===== src/rtl/fifo_pkg.sv =====
// Shared definitions for the parametrised TLP FIFO: transaction-layer state
// encodings and the pointer-width helper.
package fifo_pkg;

    typedef enum logic [3:0] {
        ST_RESET  = 4'b0001,
        ST_INIT   = 4'b0010,
        ST_IDLE   = 4'b0100,
        ST_ACTIVE = 4'b1000
    } fifo_state_e;

    // Smallest n with 2**n >= value; the fixed loop bound keeps it elaboration-friendly.
    function automatic int clog2(input int value);
        int result;
        result = 0;
        for (int i = 0; i < 31; i++) begin
            if ((32'sd1 <<< i) < value) begin
                result = i + 1;
            end
        end
        return result;
    endfunction

endpackage


===== src/rtl/fifo_dpram.sv =====
// Simple dual-port RAM for the FIFO: one write port and one registered read
// port with read-before-write on a same-address collision.
module fifo_dpram
    import fifo_pkg::*;
#(
    parameter int DATA_WIDTH = 10,
    parameter int DEPTH      = 8,
    localparam int ADDR_WIDTH = clog2(DEPTH)
) (
    input  logic                  clk,
    input  logic                  i_rst,
    input  logic                  i_srst,
    input  logic                  i_we,
    input  logic [ADDR_WIDTH-1:0] i_waddr,
    input  logic [DATA_WIDTH-1:0] i_wdata,
    input  logic                  i_re,
    input  logic [ADDR_WIDTH-1:0] i_raddr,
    output logic [DATA_WIDTH-1:0] o_rdata
);

    logic [DATA_WIDTH-1:0] r_mem [DEPTH];
    logic [DATA_WIDTH-1:0] r_rdata;

    // Storage write port; the array itself is intentionally never cleared.
    always_ff @(posedge clk) begin
        if (i_we) begin
            r_mem[i_waddr] <= i_wdata;
        end
    end

    // Registered read; sampling the pre-edge array value yields old data on collision.
    always_ff @(posedge clk or posedge i_rst) begin
        if (i_rst) begin
            r_rdata <= '0;
        end else if (i_srst) begin
            r_rdata <= '0;
        end else if (i_re) begin
            r_rdata <= r_mem[i_raddr];
        end else begin
            r_rdata <= r_rdata;
        end
    end

    assign o_rdata = r_rdata;

endmodule


===== src/rtl/param_fifo.sv =====
// Parametrised TLP FIFO with occupancy/threshold flags and sticky errors.
// Define FIFO_FWFT_EN for first-word-fall-through reads; default is a 1-cycle registered read.
module param_fifo
    import fifo_pkg::*;
#(
    parameter int DATA_WIDTH = 10,
    parameter int DEPTH      = 8,
    parameter int ADDR_WIDTH = clog2(DEPTH)
) (
    input  logic                  clk,
    input  logic                  reset,
    input  logic [3:0]            state,
    input  logic                  push,
    input  logic                  pop,
    input  logic [DATA_WIDTH-1:0] data_in,
    input  logic [ADDR_WIDTH:0]   umbral_superior,
    input  logic [ADDR_WIDTH:0]   umbral_inferior,
    output logic [DATA_WIDTH-1:0] data_out,
    output logic                  valid_out,
    output logic [ADDR_WIDTH:0]   count,
    output logic                  full,
    output logic                  empty,
    output logic                  almost_full,
    output logic                  almost_empty,
    output logic                  overflow,
    output logic                  underflow
);

    localparam int CNT_W = ADDR_WIDTH + 1;
    localparam logic [CNT_W-1:0] DEPTH_C = CNT_W'(DEPTH);

    logic [ADDR_WIDTH-1:0] r_wr_ptr, r_rd_ptr, w_wr_ptr_nxt, w_rd_ptr_nxt;
    logic [CNT_W-1:0]      r_count, w_count_nxt;
    logic [CNT_W-1:0]      r_thr_hi, r_thr_lo, w_thr_hi_nxt, w_thr_lo_nxt;
    logic                  r_full, r_empty, r_almost_full, r_almost_empty;
    logic                  r_overflow, r_underflow, r_valid;
    logic                  w_srst, w_op_en, w_push_ok, w_pop_ok, w_ram_re;
    logic [ADDR_WIDTH-1:0] w_ram_raddr;
    logic [DATA_WIDTH-1:0] w_ram_rdata;

    assign w_srst    = (state == ST_RESET);
    assign w_op_en   = (state == ST_IDLE) || (state == ST_ACTIVE);
    assign w_pop_ok  = w_op_en & pop & ~r_empty;
    assign w_push_ok = w_op_en & push & (~r_full | w_pop_ok);

    // Next pointers, occupancy and latched thresholds; RESET state folds in as a clear.
    always_comb begin
        w_wr_ptr_nxt = r_wr_ptr;
        w_rd_ptr_nxt = r_rd_ptr;
        w_count_nxt  = r_count;
        w_thr_hi_nxt = r_thr_hi;
        w_thr_lo_nxt = r_thr_lo;
        if (w_srst) begin
            w_wr_ptr_nxt = '0;
            w_rd_ptr_nxt = '0;
            w_count_nxt  = '0;
            w_thr_hi_nxt = '0;
            w_thr_lo_nxt = '0;
        end else begin
            if (w_push_ok) begin
                w_wr_ptr_nxt = r_wr_ptr + ADDR_WIDTH'(1);
            end else begin
                w_wr_ptr_nxt = r_wr_ptr;
            end
            if (w_pop_ok) begin
                w_rd_ptr_nxt = r_rd_ptr + ADDR_WIDTH'(1);
            end else begin
                w_rd_ptr_nxt = r_rd_ptr;
            end
            case ({w_push_ok, w_pop_ok})
                2'b10:   w_count_nxt = r_count + CNT_W'(1);
                2'b01:   w_count_nxt = r_count - CNT_W'(1);
                default: w_count_nxt = r_count;
            endcase
            if (state == ST_INIT) begin
                w_thr_hi_nxt = (umbral_superior > DEPTH_C) ? DEPTH_C : umbral_superior;
                w_thr_lo_nxt = (umbral_inferior > DEPTH_C) ? DEPTH_C : umbral_inferior;
            end else begin
                w_thr_hi_nxt = r_thr_hi;
                w_thr_lo_nxt = r_thr_lo;
            end
        end
    end

    // Core state; flags come from next-state values so they agree with count every cycle.
    always_ff @(posedge clk or posedge reset) begin
        if (reset) begin
            r_wr_ptr       <= '0;
            r_rd_ptr       <= '0;
            r_count        <= '0;
            r_thr_hi       <= '0;
            r_thr_lo       <= '0;
            r_full         <= 1'b0;
            r_empty        <= 1'b1;
            r_almost_full  <= 1'b0;
            r_almost_empty <= 1'b0;
            r_overflow     <= 1'b0;
            r_underflow    <= 1'b0;
            r_valid        <= 1'b0;
        end else begin
            r_wr_ptr       <= w_wr_ptr_nxt;
            r_rd_ptr       <= w_rd_ptr_nxt;
            r_count        <= w_count_nxt;
            r_thr_hi       <= w_thr_hi_nxt;
            r_thr_lo       <= w_thr_lo_nxt;
            r_full         <= (w_count_nxt == DEPTH_C);
            r_empty        <= (w_count_nxt == '0);
            r_almost_full  <= ~w_srst & (w_count_nxt >= w_thr_hi_nxt);
            r_almost_empty <= ~w_srst & (w_count_nxt <= w_thr_lo_nxt);
            r_overflow     <= ~w_srst & (r_overflow | (w_op_en & push & ~w_push_ok));
            r_underflow    <= ~w_srst & (r_underflow | (w_op_en & pop & r_empty));
`ifdef FIFO_FWFT_EN
            r_valid        <= (w_count_nxt != '0);
`else
            r_valid        <= w_pop_ok;
`endif
        end
    end

`ifdef FIFO_FWFT_EN
    logic                  r_byp;
    logic [DATA_WIDTH-1:0] r_byp_data;

    assign w_ram_re    = 1'b1;
    assign w_ram_raddr = w_rd_ptr_nxt;

    // A word landing in the slot that becomes head this edge is not yet visible through the RAM read port.
    always_ff @(posedge clk or posedge reset) begin
        if (reset) begin
            r_byp      <= 1'b0;
            r_byp_data <= '0;
        end else begin
            r_byp      <= w_push_ok & (r_wr_ptr == w_rd_ptr_nxt);
            r_byp_data <= data_in;
        end
    end

    assign data_out = r_byp ? r_byp_data : w_ram_rdata;
`else
    assign w_ram_re    = w_pop_ok;
    assign w_ram_raddr = r_rd_ptr;
    assign data_out    = w_ram_rdata;
`endif

    fifo_dpram #(
        .DATA_WIDTH (DATA_WIDTH),
        .DEPTH      (DEPTH)
    ) u_ram (
        .clk     (clk),
        .i_rst   (reset),
        .i_srst  (w_srst),
        .i_we    (w_push_ok),
        .i_waddr (r_wr_ptr),
        .i_wdata (data_in),
        .i_re    (w_ram_re),
        .i_raddr (w_ram_raddr),
        .o_rdata (w_ram_rdata)
    );

    assign valid_out    = r_valid;
    assign count        = r_count;
    assign full         = r_full;
    assign empty        = r_empty;
    assign almost_full  = r_almost_full;
    assign almost_empty = r_almost_empty;
    assign overflow     = r_overflow;
    assign underflow    = r_underflow;

endmodule


===== config.mk =====
export PLATFORM = sky130hd
export DESIGN_NAME = param_fifo
export DESIGN_NICKNAME = d
export VERILOG_FILES = /design/src/rtl/fifo_pkg.sv /design/src/rtl/fifo_dpram.sv /design/src/rtl/param_fifo.sv
export SDC_FILE = /design/constraint.sdc
export NUM_CORES = 1
export LEC_CHECK = 0
export ABC_AREA = 0
export CAP_MARGIN = 10
export CORE_MARGIN = 8
export CORE_UTILIZATION = 30
export DETAILED_ROUTE_END_ITERATION = 8
export GPL_ROUTABILITY_DRIVEN = 0
export GPL_TIMING_DRIVEN = 1
export MAX_ROUTING_LAYER = met4
export PLACE_DENSITY = 0.55
export SYNTH_ARGS = -nofsm -noshare
export SYNTH_HDL_FRONTEND = slang
export SYNTH_SLANG_ARGS = --single-unit
export TNS_END_PERCENT = 30

===== constraint.sdc =====
create_clock -name clk -period 4.92 [get_ports clk]
set_input_delay 0.738 -clock clk [delete_from_list [all_inputs] [get_ports clk]]
set_output_delay 0.738 -clock clk [all_outputs]
set_load 0.03 [all_outputs]

==> results_dict.tcl <==
set metrics [dict create \
    seq_area_frac_synth_pct 67.14 \
    die_area_um2 20620 \
    grt_antenna_before_repair 0 \
    worst-path-buf-inv 2 \
    grt_pass1_vias 2962 \
    critPathLaunchType "input pin" \
    tightest_slew_ps 1031 \
    die_x_um 143.6 \
    p_seq_share_pct 40.3 \
    rsz0062_at_grt "false" \
    clock_path_buffers 2 \
    initial_core_util_pct 30.75 \
    critPathMaxStageDelay_ps 570 \
    cts_sinks 115 \
    tritoncts "done" \
    p_clk_share_pct 37.8 \
    core_um2 15890 \
    fin_crit_sh_pct 83.31 \
    crit_chain "clkdlybuf4s50_1, or4b_4, a211oi_4, inv_4, ha_1, xor2_1, ha_1, a21oi_1, xnor2_1, nor2_1, xnor2_1, nor2_1, ha_1, o21a_1, o21ai_0, nand2b_1, a21oi_1" \
    yosys.area.top_type_share_pct 49.18 \
    cp-startpoint "state[0]" \
    layout_common_cells "80 x edfxtp_1, 46 x clkdlybuf4s50_1, 33 x dfrtp_1" \
    fmax_mhz 244.0 \
    routed_wl_um 10160 \
    maxSlewViolCount 0 \
    nNetsFinal 405 \
    cts_resized 0 \
    status "completed" \
    totalNegativeSetupSlack_ps 0 \
    min_path_cells 1 \
    grt_max_degree 36 \
    io_buffers 46 \
    vias 2725 \
    die_h_um 143.6 \
    path_class "input pin to flip-flop" \
    p_per_area_nw_per_um2 518.3 \
    diodes 0 \
    layout_commonest_cell "edfxtp_1" \
    finalSetupViolCount 0 \
    htreeDepth 4 \
    cts_buffers 17 \
    yosysTopAreaCell "edfxtp_1" \
    critical-path-top-delay-family "compound AO/OA/AOI/OAI gates" \
    final_util_pct 39.12 \
    grt_pass1_wl_um 16310 \
    viasPerCell 4.580 \
    drive_gt1_share_pct 19.53 \
    cap_violations 0 \
    syn_inst 310 \
    dr.pass1.iters 4 \
    max_slew_margin_pct 31.24 \
    crit_top_cell "ha_1" \
    clk_latency_ps 410 \
    critPathSlowestCell "or4b_4" \
    post_cts_buffers 0 \
    cp.depth 17 \
    period_minus_slack_ps 4099 \
    skew_ps 6.535 \
    syn_nets 349 \
    syn_to_final_growth_pct 27.23 \
    clk_pin_slew_ps 60 \
    worstHoldPathType "flip-flop to flip-flop" \
    regArea_um2 3281 \
    combPwrFrac_pct 21.9 \
    drtIter0Drc 151 \
    ant_nets 0 \
    synthTopCellsByArea "edfxtp_1 49%, dfrtp_1 17%, mux4_2 9.2%" \
    internal_power_mw 2.294 \
    root_buffer "clkbuf_16" \
    cp.arrival_ps 4430 \
    synthesis.area_per_instance_um2 15.76 \
    r2r_start "empty$_DFF_PP1_" \
    worstReg2RegEnd "almost_empty$_DFF_PP0_" \
    ys_ff_latch 115 \
    crit_path_end "almost_empty$_DFF_PP0_" \
    switchingPower_uw 926.6 \
    multi_input_area_um2 1509 \
    netSwitchingFraction_pct 28.77 \
    regToRegSetupSlack_ps 1290 \
    required_ps 5250 \
    ir_drop_v 0.0002451 \
    num_rows 46 \
    synthDistinctLibCells 45 \
    ctsHoldBuffers 0 \
    end_kind "flip-flop" \
    p_leak_nw 2.173 \
    grt_overflow_total 0 \
    dp_hpwl_um 6691 \
    globalRouteTotalUtil_pct 10.99 \
    synthesis.area_um2 4885 \
    wl_per_cell_um 17.07 \
    drcViolationCount 0 \
    ys_warn_count 0 \
    fillers 1508 \
    finalHoldViolCount 0 \
    reg2reg_depth 16 \
    io_pins 47 \
    critPathMaxFanout 7 \
]
[worst register-to-register path, cell delays in order (launching register included)]
cell and delay, ps:
dfstp_2 380, or4b_4 560, a211oi_4 440, inv_4 130, ha_1 250, xor2_1 170, ha_1 190, a21oi_1 140
xnor2_1 130, nor2_1 60, xnor2_1 150, nor2_1 220, ha_1 300, o21a_1 110, o21ai_0 140, nand2b_1 70
a21oi_1 110
[synth_stat cells (all sizes together)]
library cell / number
edfxtp: 80
dfrtp: 34
nand2: 23
mux4: 20
a21oi: 14
o21ai: 14
ha: 13
nand3: 13
nor2: 12
clkbuf: 11
inv: 11
mux2i: 11
nand3b: 7
buf: 6
xnor2: 6
nor3: 4
nor4b: 4
a21o: 3
nand2b: 3
xor2: 3
nor3b: 2
o21a: 2
a211oi: 1
a31o: 1
a31oi: 1
a41oi: 1
dfstp: 1
nand4: 1
nor2b: 1
nor4: 1
nor4bb: 1
or2: 1
or2b: 1
or3: 1
or3b: 1
or4b: 1
[layer usage]
layer | vias to the layer above | track usage (%) | share of wire, %
li1 | 1288 | - | -
met5 | - | - | 0
met4 | 0 | 4.317 | 1.4
met1 | 1370 | 12.67 | 45
met2 | 56 | 17.73 | 49
met3 | 11 | 3.318 | 4.5
[logic make-up (layout without fill, tap and decap cells)]
family	after synthesis	after routing	share of synthesized area [%]
AOI/OAI and AO/OA	37	37	4.534
xor gates and xnor gates	9	9	1.614
adders and majority gates	13	13	3.330
buffers and inverters	28	97	2.331
DFF	115	115	67.14
muxes	31	31	11.48
and+or+nand+nor	77	77	9.580
[through the flow]
| step | area [µm²] | std cells | total power [mW] | worst slack (ps) | hold WS, ps |
|---|---|---|---|---|---|
| after global routing | 6215 | 595 | 3.379 | 413.9 | 507.5 |
| after global placement | 5624 | 563 | 2.026 | 520.3 | 482.2 |
| final | 6215 | 595 | 3.221 | 821.1 | 492.2 |
| after CTS | 6215 | 595 | 3.262 | 837.4 | 501.3 |
| after detailed placement | 5624 | 563 | 2.036 | 457.7 | 489.4 |
| after floorplan | 4885 | 310 | 1.764 | 1225 | 495.9 |
[cell type report]
| type | count | share of cell area [%] |
|---|---|---|
| clock inverters | 14 | 2.597 |
| multi-input cells | 167 | 24.28 |
| clock buffers | 18 | 6.906 |
| repair buffers | 54 | 8.375 |
| flip-flops and latches | 115 | 52.79 |
| inverters | 11 | 0.7047 |
| well taps | 216 | 4.349 |
[how the worst min path moves through the flow]
stage	from	end	slack, ps
after CTS	overflow$_DFF_PP0_	overflow$_DFF_PP0_	500
after global placement	overflow$_DFF_PP0_	overflow$_DFF_PP0_	480
after floorplan	r_thr_hi[1]$_DFF_PP0_	r_thr_hi[1]$_DFF_PP0_	500
after global routing	overflow$_DFF_PP0_	overflow$_DFF_PP0_	510
after detailed placement	overflow$_DFF_PP0_	overflow$_DFF_PP0_	490
final	overflow$_DFF_PP0_	overflow$_DFF_PP0_	490
[power by group through the flow]
stage / clock network (mW) / registers, mW / logic [mW]
global route: 1.28 / 1.33 / 0.776
floorplan: 0 / 1.33 / 0.433
CTS: 1.24 / 1.30 / 0.717
detailed placement: 0 / 1.32 / 0.714
finish: 1.22 / 1.30 / 0.705
global placement: 0 / 1.32 / 0.703
[state kept, by name, indices dropped and copies added (netlist names)]
| name | flops |
|---|---|
| underflow | 1 |
| empty | 1 |
| almost_full | 1 |
| u_ram.o_rdata | 10 |
| almost_empty | 1 |
| r_thr_lo | 4 |
| valid_out | 1 |
| r_rd_ptr | 3 |
| overflow | 1 |
| full | 1 |
| r_wr_ptr | 3 |
| r_thr_hi | 4 |
| u_ram.r_mem | 80 |
| count | 4 |
No activity file was read; power rests on OpenSTA's default activity.
